**config.mk**
```make
export PLATFORM = sky130hd
export DESIGN_NAME = io_handshake_unit_flat
export DESIGN_NICKNAME = d
export VERILOG_FILES = /design/src/rtl/io_handshake_unit_pkg.sv /design/src/rtl/io_handshake_unit_if.sv /design/src/rtl/io_handshake_unit_key_debouncer.sv /design/src/rtl/io_handshake_unit.sv /design/src/flat_wrapper.sv
export SDC_FILE = /design/constraint.sdc
export NUM_CORES = 1
export LEC_CHECK = 0
export CAP_MARGIN = 0
export CELL_PAD_IN_SITES_DETAIL_PLACEMENT = 0
export CELL_PAD_IN_SITES_GLOBAL_PLACEMENT = 1
export CORE_ASPECT_RATIO = 0.5
export CORE_MARGIN = 5
export CORE_UTILIZATION = 40
export CTS_CLUSTER_DIAMETER = 100
export DETAILED_ROUTE_END_ITERATION = 16
export DONT_BUFFER_PORTS = 1
export PLACE_DENSITY_LB_ADDON = 0.08
export RECOVER_POWER = 25
export SLEW_MARGIN = 40
export SYNTH_ARGS = -nofsm -noshare
export SYNTH_HDL_FRONTEND = slang
export SYNTH_SLANG_ARGS = --single-unit
```
**constraint.sdc**
```tcl
create_clock -name clock -period 6.2 [get_ports clock]
set_clock_uncertainty 0.1 [all_clocks]
set_input_delay 0.62 -clock clock [delete_from_list [all_inputs] [get_ports clock]]
set_output_delay 0.62 -clock clock [all_outputs]
set_load 0.02 [all_outputs]
```
**src/rtl/io_handshake_unit_pkg.sv**
```systemverilog
// Shared types for the I/O handshake unit: FSM state encoding, I/O mode
// encoding and the debounce counter width helper.
package armaria_io_pkg;

    localparam logic [1:0] ST_IDLE         = 2'd0;
    localparam logic [1:0] ST_ARMED        = 2'd1;
    localparam logic [1:0] ST_GRANT        = 2'd2;
    localparam logic [1:0] ST_WAIT_RELEASE = 2'd3;

    typedef enum logic [1:0] {
        IDLE         = ST_IDLE,
        ARMED        = ST_ARMED,
        GRANT        = ST_GRANT,
        WAIT_RELEASE = ST_WAIT_RELEASE
    } io_state_e;

    typedef enum logic [1:0] {
        MODE_NONE   = 2'd0,
        MODE_INPUT  = 2'd1,
        MODE_OUTPUT = 2'd2,
        MODE_PAUSE  = 2'd3
    } io_mode_e;

    function automatic io_mode_e decode_mode(input logic is_input, input logic is_output);
        io_mode_e mode;
        case ({is_input, is_output})
            2'b10:   mode = MODE_INPUT;
            2'b01:   mode = MODE_OUTPUT;
            2'b11:   mode = MODE_PAUSE;
            default: mode = MODE_NONE;
        endcase
        return mode;
    endfunction

    function automatic int unsigned dbnc_cnt_w(input int unsigned cycles);
        return $clog2(cycles + 32'd1);
    endfunction

endpackage

```
**src/rtl/io_handshake_unit_if.sv**
```systemverilog
// Handshake bundle between the control core / board keys (master) and the
// I/O handshake unit (slave).
interface io_handshake_unit_if #(
    parameter int unsigned DATA_W = 32
);
    logic              is_input;
    logic              is_output;
    logic              confirm_key_raw;
    logic              continue_key_raw;
    logic [DATA_W-1:0] output_data;
    logic              confirmation;
    logic              continue_button;
    logic [DATA_W-1:0] display_value;
    logic              waiting;

    modport master (
        output is_input, is_output, confirm_key_raw, continue_key_raw, output_data,
        input  confirmation, continue_button, display_value, waiting
    );

    modport slave (
        input  is_input, is_output, confirm_key_raw, continue_key_raw, output_data,
        output confirmation, continue_button, display_value, waiting
    );
endinterface

```
**src/rtl/io_handshake_unit_key_debouncer.sv**
```systemverilog
// Two-flop synchroniser plus stability counter for one raw board key.
// rise_o flags the cycle whose clock edge will raise the clean level.
module key_debouncer
    import armaria_io_pkg::*;
#(
    parameter int unsigned DEBOUNCE_CYCLES = 50000
) (
    input  logic clock,
    input  logic reset,
    input  logic key_raw_i,
    output logic level_o,
    output logic rise_o,
    output logic idle_o
);
    localparam int unsigned           CNT_W    = dbnc_cnt_w(DEBOUNCE_CYCLES);
    localparam logic [CNT_W-1:0]      CNT_LAST = CNT_W'(DEBOUNCE_CYCLES - 32'd1);

    logic [1:0]       sync_q;
    logic             level_q;
    logic             level_d;
    logic [CNT_W-1:0] cnt_q;
    logic [CNT_W-1:0] cnt_d;

    // Count consecutive synchronised samples that differ from the clean level.
    always_comb begin
        level_d = level_q;
        cnt_d   = cnt_q;
        if (sync_q[1] != level_q) begin
            if (cnt_q == CNT_LAST) begin
                level_d = sync_q[1];
                cnt_d   = '0;
            end else begin
                cnt_d = cnt_q + CNT_W'(1);
            end
        end else begin
            cnt_d = '0;
        end
    end

    // Synchroniser resets to "pressed" so a key held through reset is never
    // mistaken for a fresh release.
    always_ff @(posedge clock or negedge reset) begin
        if (!reset) begin
            sync_q  <= 2'b11;
            level_q <= 1'b0;
            cnt_q   <= '0;
        end else begin
            sync_q  <= {sync_q[0], key_raw_i};
            level_q <= level_d;
            cnt_q   <= cnt_d;
        end
    end

    assign level_o = level_q;
    assign rise_o  = level_d & ~level_q;
    assign idle_o  = ~level_q & ~sync_q[1];

endmodule

```
**src/rtl/io_handshake_unit.sv**
```systemverilog
// I/O handshake unit: one key press-release commits exactly one INPUT, OUTPUT
// or PAUSE instruction. Define IO_AUTOCONFIRM_EN to auto-grant without keys.
module io_handshake_unit
    import armaria_io_pkg::*;
#(
    parameter int unsigned DEBOUNCE_CYCLES = 50000,
    parameter int unsigned DATA_W          = 32
) (
    input  logic               clock,
    input  logic               reset,
    io_handshake_unit_if.slave io
);
    io_state_e         state_q;
    io_mode_e          mode_q;
    logic              confirmation_q;
    logic              continue_q;
    logic              waiting_q;
    logic [DATA_W-1:0] display_q;

    logic     req_s;
    io_mode_e live_mode_s;
    logic     key_pause_s;
    logic     sel_idle_s;
    logic     grant_ok_s;
    logic     release_ok_s;
    logic     conf_level_s, conf_rise_s, conf_idle_s;
    logic     cont_level_s, cont_rise_s, cont_idle_s;
    logic     sel_level_s, sel_rise_s;

    assign req_s       = io.is_input | io.is_output;
    assign live_mode_s = decode_mode(io.is_input, io.is_output);

`ifdef IO_AUTOCONFIRM_EN
    assign conf_level_s = 1'b0;
    assign conf_rise_s  = 1'b0;
    assign conf_idle_s  = 1'b1;
    assign cont_level_s = 1'b0;
    assign cont_rise_s  = 1'b0;
    assign cont_idle_s  = 1'b1;
    assign grant_ok_s   = 1'b1;
    assign release_ok_s = 1'b1;
`else
    key_debouncer #(.DEBOUNCE_CYCLES(DEBOUNCE_CYCLES)) u_conf_dbnc (
        .clock     (clock),
        .reset     (reset),
        .key_raw_i (io.confirm_key_raw),
        .level_o   (conf_level_s),
        .rise_o    (conf_rise_s),
        .idle_o    (conf_idle_s)
    );

    key_debouncer #(.DEBOUNCE_CYCLES(DEBOUNCE_CYCLES)) u_cont_dbnc (
        .clock     (clock),
        .reset     (reset),
        .key_raw_i (io.continue_key_raw),
        .level_o   (cont_level_s),
        .rise_o    (cont_rise_s),
        .idle_o    (cont_idle_s)
    );

    assign grant_ok_s   = sel_rise_s;
    assign release_ok_s = ~sel_level_s;
`endif

    // Key selection follows the live mode while idle, the latched mode once armed.
    always_comb begin
        key_pause_s = (state_q == IDLE) ? (live_mode_s == MODE_PAUSE) : (mode_q == MODE_PAUSE);
        if (key_pause_s) begin
            sel_level_s = cont_level_s;
            sel_rise_s  = cont_rise_s;
            sel_idle_s  = cont_idle_s;
        end else begin
            sel_level_s = conf_level_s;
            sel_rise_s  = conf_rise_s;
            sel_idle_s  = conf_idle_s;
        end
    end

    // Handshake FSM with registered strobes, waiting flag and display register.
    always_ff @(posedge clock or negedge reset) begin
        if (!reset) begin
            state_q        <= IDLE;
            mode_q         <= MODE_NONE;
            confirmation_q <= 1'b0;
            continue_q     <= 1'b0;
            waiting_q      <= 1'b0;
            display_q      <= '0;
        end else begin
            confirmation_q <= 1'b0;
            continue_q     <= 1'b0;
            case (state_q)
                IDLE: begin
                    if (req_s && sel_idle_s) begin
                        state_q   <= ARMED;
                        mode_q    <= live_mode_s;
                        waiting_q <= 1'b1;
                    end
                end
                ARMED: begin
                    if (!req_s) begin
                        state_q   <= IDLE;
                        waiting_q <= 1'b0;
                    end else if (grant_ok_s) begin
                        state_q        <= GRANT;
                        waiting_q      <= 1'b0;
                        confirmation_q <= (mode_q != MODE_PAUSE);
                        continue_q     <= (mode_q == MODE_PAUSE);
                        if (io.is_output && !io.is_input) begin
                            display_q <= io.output_data;
                        end
                    end
                end
                GRANT: begin
                    state_q <= WAIT_RELEASE;
                end
                WAIT_RELEASE: begin
                    if (release_ok_s) begin
                        state_q <= IDLE;
                    end
                end
                default: begin
                    state_q   <= IDLE;
                    waiting_q <= 1'b0;
                end
            endcase
        end
    end

    assign io.confirmation    = confirmation_q;
    assign io.continue_button = continue_q;
    assign io.waiting         = waiting_q;
    assign io.display_value   = display_q;

endmodule

```
**src/flat_wrapper.sv**
```systemverilog
// flat-port wrapper written by rule: the top's interface ports become plain ports
module io_handshake_unit_flat import armaria_io_pkg::*;
#(
    parameter int unsigned DEBOUNCE_CYCLES = 50000,
    parameter int unsigned DATA_W          = 32
)
  (clock, reset, io_is_input, io_is_output, io_confirm_key_raw, io_continue_key_raw, io_output_data, io_confirmation, io_continue_button, io_display_value, io_waiting);
  io_handshake_unit_if #(.DATA_W(DATA_W)) io_i ();
  input  logic clock;
  input  logic reset;
  input wire logic [$bits(io_i.is_input)-1:0] io_is_input;
  input wire logic [$bits(io_i.is_output)-1:0] io_is_output;
  input wire logic [$bits(io_i.confirm_key_raw)-1:0] io_confirm_key_raw;
  input wire logic [$bits(io_i.continue_key_raw)-1:0] io_continue_key_raw;
  input wire logic [$bits(io_i.output_data)-1:0] io_output_data;
  output wire logic [$bits(io_i.confirmation)-1:0] io_confirmation;
  output wire logic [$bits(io_i.continue_button)-1:0] io_continue_button;
  output wire logic [$bits(io_i.display_value)-1:0] io_display_value;
  output wire logic [$bits(io_i.waiting)-1:0] io_waiting;
  assign io_i.is_input = io_is_input;
  assign io_i.is_output = io_is_output;
  assign io_i.confirm_key_raw = io_confirm_key_raw;
  assign io_i.continue_key_raw = io_continue_key_raw;
  assign io_i.output_data = io_output_data;
  assign io_confirmation = io_i.confirmation;
  assign io_continue_button = io_i.continue_button;
  assign io_display_value = io_i.display_value;
  assign io_waiting = io_i.waiting;
  io_handshake_unit #(.DEBOUNCE_CYCLES(DEBOUNCE_CYCLES), .DATA_W(DATA_W)) u_core (.clock(clock), .reset(reset), .io(io_i));
endmodule
```
==> results.txt, run 1 <==
GRT overflow: 0
Sw frac: 25.7%
Fin Setup TNS: 0 ns
Vias post-DR: 2021
Number of synthesized flops with an enable pin: 0
Vias in the first global route: 2083
Clock power share: 44.9%
Maximum fanout along the worst path: 32
Pin count of the biggest net entering global routing: 74
First-pass GRT wire length: 10.6 mm
CTS max path bufs: 2
Synth cell types: 39
Vias per cell: 4.99
Placer congestion estimate: 0.785
Final Util: 47.3%
Synth Flop Type: dfrtp_1
WL final: 6.64 mm
TritonCTS buffer count: 9
First-pass iteration count of the detailed router: 4
Worst VDD drop: 149 µV
# Max-Cap Violations: 0
YS warnings: 0
DRC violations left: 0
Worst Max-Slew Pin Slew: 0.772 ns
Initial core utilization: 42.1%
Slew margin rel.: 48.0%
Comb power frac: 6.5%
Placeable Area: 8200 µm²
Initial antenna violation count: 0
Die Wd: 141 µm
H-Tree Depth: 3
Avg Synthesized Cell Area: 12.3 µm²
Flop pwr share: 48.5%
Number of antenna diodes: 0
Achievable Freq: 349 MHz
CP arrival: 2.98 ns
Setup bufs post-CTS: 0
Pint: 833 µW
Die Y: 75.7 µm
Cell area after synthesis: 3450 µm²
Final Cycle Share: 46.2%
Clock tree sinks: 77
Layout net count: 330
Post-layout min period: 2.86 ns
Required @ worst endpoint: 6.32 ns
Pwr/cell area: 289 nW/µm²
Initial DRC count: 67
Num rows: 23
Worst skew pair latency: 0.33 ns
Port-buffer cells: 0
Detail Placement HPWL: 4.51 mm
Pins over their slew limit: 0
Crit. End Element: flop
TritonCTS clock tree: yes
P_leak: 1.87 nW
I/O Pins: 73
CTS Root Cell: clkbuf_16
Final count of hold timing violations: 0
Syn nets: 324
Flops & latches, synth: 77
Full die area: 10700 µm²
Routed Antenna Nets: 0
Share of flip-flops with an asynchronous set or reset: 100%
Psw: 288 µW
P&R area growth vs syn: 12.3%
GRT Overall Usage: 12.9%
RSZ-0062 raised after global routing: false
Commonest non-fill, non-tap cell in the layout: dfrtp_1
Crit start category: flop
Status: finished, final reports clean
Post-synthesis cell count: 282
Wire per inst: 16.4 µm
Clock transition at the registers of the reported paths: 0.06 ns
Setup-failing EPs final: 0
Fraction of layout cells with a size suffix above 1: 20.8%
Reg2reg setup slack: 3.34 ns
WS Path Type: reg -> reg
Post-synthesis sequential area ratio: 55.9%
Most frequent cells in the layout: 73 x dfrtp_1, 38 x nor2_1, 30 x mux2_4, 21 x nand2_1, 19 x xor2_1
Fillers: 743
Worst min path class: in -> async
==> kinds of logic (layout without fill, tap and decap cells) <==
logic type	Yosys count	after routing	synth area share, %
buf+inv	15	26	2.28
flops	77	77	55.9
xor+xnor	28	28	7.10
fa+ha+maj	4	4	1.45
simple gates	104	104	15.1
compound gates	19	19	3.59
mux	35	35	14.6
==> power by group through the flow <==
stage / sequential, mW / clock (mW) / combinational, mW
floorplan: 0.548 / 0 / 0.0536
global placement: 0.552 / 0 / 0.0617
detailed placement: 0.553 / 0 / 0.0629
CTS: 0.544 / 0.519 / 0.0751
global route: 0.547 / 0.545 / 0.0831
finish: 0.544 / 0.504 / 0.0734
==> final cells by class <==
| type | count | area [µm²] | area share, % |
|---|---|---|---|
| repair buffers | 2 | 35.0 | 0.903 |
| multi-input cells | 190 | 1460 | 37.5 |
| inverters | 8 | 30.0 | 0.774 |
| clock inverters | 7 | 62.6 | 1.61 |
| well taps | 112 | 140 | 3.61 |
| clock buffers | 9 | 225 | 5.80 |
| flip-flops and latches | 77 | 1930 | 49.8 |
==> routing by layer <==
layer	up-vias	share of wire, %	global-route usage [%]
li1	981	-	-
met1	999	45	16.2
met2	32	48	20.7
met3	9	5.5	5.14
met4	0	1.3	4.47
met5	-	0	0
==> Yosys cell counts, types with 2 or more instances <==
cell      number  area, µm²
nor2_1        38        143
nand3_1       14       70.1
dfstp_2        4        105
inv_1          8       30.0
nand4_1        5       31.3
xnor2_1        9       78.8
and2_1         2       12.5
xor2_1        19        166
a21oi_1        6       30.0
nor4bb_1       3       30.0
buf_6          3       33.8
mux2_2         3       33.8
and3_1         7       43.8
clkbuf_1       4       15.0
o21ai_0        3       15.0
dfrtp_1       73       1830
mux2i_1        2       20.0
nand2_1       21       78.8
ha_1           4       50.1
mux2_4        30        450
nor3_1         6       30.0
==> flip-flops by register name, indices dropped and copies added (netlist names), 2 cells and up, named ones only <==
name	cells
u_core.u_conf_dbnc.sync_q	2
u_core.mode_q	2
u_core.io.display_value	32
u_core.u_cont_dbnc.sync_q	2
u_core.u_conf_dbnc.cnt_q	16
u_core.u_cont_dbnc.cnt_q	16
==> repair_timing <==
action,in CTS,in global routing
resized for setup,0,0
hold buffers,1,0
endpoints found under the hold margin,73,0
==> metrics by stage <==
stage,setup slack [ns],power [mW],instance area [µm²],hold slack (ns),std cells
finish,3.34,1.12,3880,0.0238,405
global route,3.23,1.17,3880,0.00148,405
CTS,3.34,1.14,3880,0.00934,405
global placement,3.42,0.614,3560,0.227,388
detailed placement,3.35,0.616,3560,0.226,388
floorplan,3.63,0.601,3450,0.224,282
==> path summary, 6_finish.rpt <==
check / from / to / cells past startpoint
max: u_core.u_cont_dbnc.cnt_q[12] / u_core.io.display_value[28] / 6
min: reset / u_core.u_conf_dbnc.sync_q[0] / 0
max reg2reg: u_core.u_cont_dbnc.cnt_q[12] / u_core.io.display_value[28] / 6
min reg2reg: u_core.u_cont_dbnc.sync_q[0] / u_core.u_cont_dbnc.sync_q[1] / 0
max in group asynchronous: reset / u_core.io.display_value[18] / 1
min in group clock: io_confirm_key_raw / u_core.u_conf_dbnc.sync_q[0] / 0
==> worst max-delay path, stage by stage (launching register included) <==
cell	delay, ns
dfrtp_1	0.41
or4_1	0.53
or4_4	0.56
nor4b_4	0.37
o21ai_4	0.06
buf_4	0.32
mux2_4	0.37
Power figures use the tool's default switching activity.
==> run 2: changes to the inputs <==
==> constraint.sdc (replaced) <==
create_clock -name clock -period 2.37 [get_ports clock]
set_clock_uncertainty 0.1 [all_clocks]
set_input_delay 0.237 -clock clock [delete_from_list [all_inputs] [get_ports clock]]
set_output_delay 0.237 -clock clock [all_outputs]
set_load 0.02 [all_outputs]
==> results.txt, run 2 (same netlist as run 1, synthesis figures left out) <==
P_leak: 2.12 nW
# Max-Cap Violations: 0
Worst Max-Slew Pin Slew: 1.02 ns
Wire per inst: 15.1 µm
CP delay by family, top: simple AND/OR/NAND/NOR gates
H-Tree Depth: 3
P&R area growth vs syn: 27.3%
Pins over their slew limit: 0
Initial antenna violation count: 0
Final count of hold timing violations: 0
Initial core utilization: 42.1%
Commonest non-fill, non-tap cell in the layout: dfrtp_1
Detail Placement HPWL: 4.71 mm
Layout net count: 385
DRC violations left: 0
Vias per cell: 4.77
Fraction of layout cells with a size suffix above 1: 22.4%
Final Cycle Share: 106%
Die Y: 75.7 µm
Maximum fanout along the worst path: 16
Full die area: 10700 µm²
Post-layout min period: 2.50 ns
Final worst slack: -0.131 ns
Initial DRC count: 53
GRT Overall Usage: 13.6%
GRT overflow: 0
I/O Pins: 73
Num rows: 23
Routed Antenna Nets: 0
Placeable Area: 8200 µm²
RSZ-0062 raised after global routing: true
Worst Path Buf+Inv: 1
Slowest-stage cell, CP: or4_1
First-pass GRT wire length: 11.1 mm
Pin count of the biggest net entering global routing: 78
Worst skew pair latency: 0.33 ns
Placer congestion estimate: 0.803
Crit-path cells: or4_1, or4_4, nor4b_4, o21ai_4, buf_12, mux2_4
Worst VDD drop: 434 µV
Vias post-DR: 2194
CTS Root Cell: clkbuf_16
Setup-failing EPs final: 32
Clock transition at the registers of the reported paths: 0.06 ns
Final Util: 53.6%
First-pass iteration count of the detailed router: 4
Fillers: 721
Max incr delay on CP: 0.52 ns
Pwr/cell area: 696 nW/µm²
WL final: 6.97 mm
Crit start category: flop
Achievable Freq: 400 MHz
Worst min path class: in -> reg
Status: finished with violations
TritonCTS buffer count: 9
Number of antenna diodes: 0
TritonCTS clock tree: yes
Crit. End Element: flop
Slew margin rel.: 31.7%
Fin Setup TNS: -3.88 ns
Max reg flops: 32
Clock tree sinks: 77
Required @ worst endpoint: 2.48 ns
Die Wd: 141 µm
Failing checks: negative setup slack
WS Path Type: reg -> reg
CP arrival: 2.61 ns
Port-buffer cells: 0
Vias in the first global route: 2224
CTS max path bufs: 2
Most frequent cells in the layout: 73 x dfrtp_1, 38 x nor2_1, 37 x dlygate4sd3_1, 30 x mux2_4, 21 x nand2_1
-- run 2: changes by cell type in the layout (fill, tap and decap cells not counted), moves of 2 or more --
cell           before  now
buf_4               1   17
buf_12              0    2
inv_6               4    1
dlygate4sd3_1       0   37
o21ai_1             0    2
clkinvlp_4          1    3
-- run 2: where the power goes --
| group | switching [mW] | internal (mW) |
|---|---|---|
| Clock | 0.542 | 0.818 |
| Sequential | 0.0497 | 1.36 |
| Combinational | 0.136 | 0.153 |
-- run 2: cell type report --
type	instances	area, µm²	share of cell area (%)
clock inverter	7	75.1	1.71
inverter	8	30.0	0.683
sequential	77	1930	43.9
timing repair buffer	57	546	12.4
clock buffer	9	225	5.12
tap	112	140	3.19
multi-input combinational	190	1450	33.0
-- run 2: per-stage QoR --
| stage | hold slack (ns) | std cells | area [µm²] | setup slack (ns) | power [mW] |
|---|---|---|---|---|---|
| floorplan | -0.159 | 282 | 3450 | -0.0581 | 1.57 |
| global placement | -0.156 | 405 | 3710 | -0.102 | 1.63 |
| detailed placement | -0.156 | 405 | 3710 | -0.135 | 1.64 |
| CTS | 0.0305 | 459 | 4410 | -0.166 | 3.11 |
| global route | 0.0574 | 460 | 4400 | -0.203 | 3.21 |
| finish | 0.0427 | 460 | 4400 | -0.131 | 3.06 |
-- run 2: path summary, 6_finish.rpt --
kind / slack [ns] / cells past startpoint / endpoint / from
max: -0.13 / 6 / u_core.io.display_value[19] / u_core.u_cont_dbnc.cnt_q[7]
min: 0.04 / 3 / u_core.mode_q[1] / io_is_input
max reg2reg: -0.13 / 6 / u_core.io.display_value[19] / u_core.u_cont_dbnc.cnt_q[7]
min reg2reg: 0.25 / 0 / u_core.u_cont_dbnc.sync_q[1] / u_core.u_cont_dbnc.sync_q[0]
max in group asynchronous: 0.96 / 2 / u_core.io.display_value[0] / reset
min in group asynchronous: 0.55 / 2 / u_core.u_cont_dbnc.cnt_q[3] / reset
-- run 2: timing repair --
action,4_1_cts,5_1_grt
buffers inserted,0,1
setup endpoints to repair,32,32
resized for setup,0,1
hold buffers,38,0
endpoints found under the hold margin,113,0
-- run 2: layer usage --
metal	GRT usage, %	part of all wire [%]
met3	5.08	4.9
met4	6.28	1.6
met5	0	0
met2	21.9	49
met1	16.5	45
-- run 2: worst register-to-register path, delay by kind of cell, from the launching register on --
family                 cells  cell delay (ns)
muxes                      1             0.31
buffers and inverters      1             0.20
and+or+nand+nor            3             1.27
DFF                        1             0.38
AOI/OAI and AO/OA          1             0.13
==> run 3: changes to the inputs <==
--- a/config.mk
+++ b/config.mk
@@ -14,9 +14,11 @@
 export CTS_CLUSTER_DIAMETER = 100
 export DETAILED_ROUTE_END_ITERATION = 16
 export DONT_BUFFER_PORTS = 1
+export HOLD_SLACK_MARGIN = 0.06
 export PLACE_DENSITY_LB_ADDON = 0.08
 export RECOVER_POWER = 25
 export SLEW_MARGIN = 40
 export SYNTH_ARGS = -nofsm -noshare
 export SYNTH_HDL_FRONTEND = slang
+export SYNTH_HIERARCHICAL = 1
 export SYNTH_SLANG_ARGS = --single-unit
==> results.txt, run 3 <==
Post-place instance area: 4020 µm²
Pre-CTS setup slack: -0.113 ns
Tot Pwr: 3.01 mW
Synth Flop Type: dfrtp_1
Status: finished with violations
Cell area after synthesis: 3600 µm²
Detail Placement HPWL: 4.95 mm
GRT overflow: 0
Synth top area share: 50.7%
Num rows: 24
Synth cell types: 39
Worst min path class: in -> reg
Slew margin rel.: 30.6%
H-Tree Depth: 3
Area leader, netlist: dfrtp_1
First-pass iteration count of the detailed router: 4
Placeable Area: 8740 µm²
DP Cell Count: 431
Reg2reg end: u_core/io.display_value[4]
WL final: 7.22 mm
Crit start category: flop
CTS max path bufs: 2
Worst Hold End: u_core/io.display_value[4]
TritonCTS buffer count: 9
Pin count of the biggest net entering global routing: 78
Die Wd: 144 µm
Commonest non-fill, non-tap cell in the layout: dfrtp_1
Maximum fanout along the worst path: 32
Flop pwr share: 45.8%
Pwr/cell area: 639 nW/µm²
Pins over their slew limit: 0
Worst flop-to-flop path startpoint: u_core/u_cont_dbnc/cnt_q[5]
Share of flip-flops with an asynchronous set or reset: 100%
CTS Root Cell: clkbuf_16
Full die area: 11100 µm²
Ranking of synthesized cells by area: dfrtp_1 51%, mux2_2 10%, xnor2_1 5.3%, dfstp_2 2.9%, nor4_2 2.8%
Routed Antenna Nets: 0
Final worst slack: -0.0467 ns
Flops & latches, synth: 77
I/O Pins: 73
Final hold slack: -0.0386 ns
Cts hold-fix bufs: 37
Port-buffer cells: 0
Reg2reg setup slack: -0.05 ns
Achievable Freq: 414 MHz
Initial core utilization: 41.3%
Worst VDD drop: 339 µV
Count leader, synth: dfrtp_1
Clock transition at the registers of the reported paths: 0.06 ns
Fraction of layout cells with a size suffix above 1: 39.2%
Fin cells: 484
# Max-Cap Violations: 0
Crit. End Element: flop
DRC violations left: 0
Die Y: 77.1 µm
Sw frac: 23.8%
TritonCTS clock tree: yes
R2R depth: 7
Vias in the first global route: 2482
Design Area, Final: 4710 µm²
Number of synthesized flops with an enable pin: 0
Initial antenna violation count: 0
P&R area growth vs syn: 30.7%
Hold_sp: io_output_data[4]
Final Cycle Share: 102%
Layout net count: 404
Required @ worst endpoint: 2.49 ns
Avg Synthesized Cell Area: 12.7 µm²
Syn nets: 325
Post-synthesis cell count: 283
YS warnings: 6
RSZ-0062 raised after global routing: true
Post-layout min period: 2.42 ns
Clock power share: 47.6%
Setup-failing EPs final: 32
Psw: 717 µW
Pint: 2.29 mW
Worst skew pair latency: 0.34 ns
First-pass GRT wire length: 12.3 mm
Fin Setup TNS: -1.04 ns
Wire per inst: 14.9 µm
WS Path Type: reg -> reg
Final count of hold timing violations: 1
GRT Overall Usage: 14.0%
Comb power frac: 6.6%
P_leak: 2.11 nW
Placer congestion estimate: 0.744
Failing checks: negative hold slack, negative setup slack
Vias post-DR: 2377
Initial DRC count: 100
Most frequent cells in the layout: 72 x dfrtp_1, 39 x buf_4, 36 x dlygate4sd3_1, 33 x mux2_2, 22 x xnor2_1
Max reg flops: 32
Worst Max-Slew Pin Slew: 1.04 ns
Post-synthesis sequential area ratio: 53.6%
Clock tree sinks: 77
Vias per cell: 4.91
Setup bufs post-CTS: 0
Hold Crit Depth: 1
CP arrival: 2.53 ns
Synth cell count leaders: 73 x dfrtp_1, 33 x mux2_2, 22 x xnor2_1, 21 x nor2_1, 14 x nor2_2
Number of antenna diodes: 0
run 3: cell count changes in the layout (fill, tap and decap cells not counted), sizes merged, moves of 7 or more:
cell	delta
nand2	-11
xnor2	+13
buf	+21
xor2	-13
inv	+7
nor4	+7
run 3: logic make-up after synthesis:
logic type	synth area share [%]
adder cells (fa/ha/maj)	1.39
flip-flops	53.6
AO/OA/AOI/OAI	3.12
buffers and inverters	4.30
AND/OR/NAND/NOR	19.6
XOR/XNOR	6.80
multiplexers	11.2
run 3: how the worst max path moves through the flow:
stage                     slack (ns)                   startpoint                           to  cells past startpoint
after floorplan                -0.12  u_core/u_cont_dbnc/cnt_q[0]  u_core/io.display_value[10]                      8
after global placement         -0.09  u_core/u_cont_dbnc/cnt_q[5]   u_core/io.display_value[5]                      7
after detailed placement       -0.11  u_core/u_cont_dbnc/cnt_q[5]  u_core/io.display_value[15]                      7
after CTS                      -0.08  u_core/u_cont_dbnc/cnt_q[5]   u_core/io.display_value[4]                      7
after global routing           -0.16  u_core/u_cont_dbnc/cnt_q[5]   u_core/io.display_value[4]                      7
final                          -0.05  u_core/u_cont_dbnc/cnt_q[5]   u_core/io.display_value[4]                      7
run 3: through the flow:
| stage | utilization (%) | hold WS (ns) |
|---|---|---|
| global placement | 46.0 | -0.157 |
| floorplan | - | -0.159 |
| global route | 53.9 | -0.0509 |
| CTS | 54.1 | -0.0552 |
| finish | 53.9 | -0.0386 |
| detailed placement | 46.0 | -0.157 |
run 3: metal layers:
metal  track usage, %  share of wire [%]  vias to the layer above
met5                0                  0                        -
met4             4.19                1.0                        0
met3             7.83                9.1                        9
met2             20.1                 45                       64
met1             18.0                 45                     1159
li1                 -                  -                     1145
run 3: worst max-delay path, cell delays in order, from the launching register on:
cell,delay (ns)
dfrtp_2,0.42
nor4b_4,0.33
nand4_4,0.12
nor3_2,0.11
a21bo_2,0.26
a2111oi_4,0.34
buf_12,0.24
mux2_2,0.36
run 3: power by group through the flow:
stage	clock [mW]	combinational [mW]	sequential, mW
global placement	0	0.123	1.40
finish	1.43	0.198	1.38
global route	1.53	0.220	1.38
CTS	1.48	0.204	1.38
floorplan	0	0.0834	1.40
detailed placement	0	0.123	1.41
run 3: final cells by class:
| cell class | count | area [µm²] |
|---|---|---|
| Fill cell | 720 | 4030 |
| Sequential cell | 77 | 1930 |
| Multi-Input combinational cell | 184 | 1590 |
| Timing Repair Buffer | 77 | 681 |
| Clock buffer | 9 | 225 |
| Tap cell | 117 | 146 |
| Clock inverter | 7 | 91.3 |
| Inverter | 13 | 48.8 |
run 3: what timing repair did:
action                                 in CTS  in global routing
setup endpoints to repair                  32                 34
resized for setup                           1                  1
endpoints found under the hold margin     113                  1
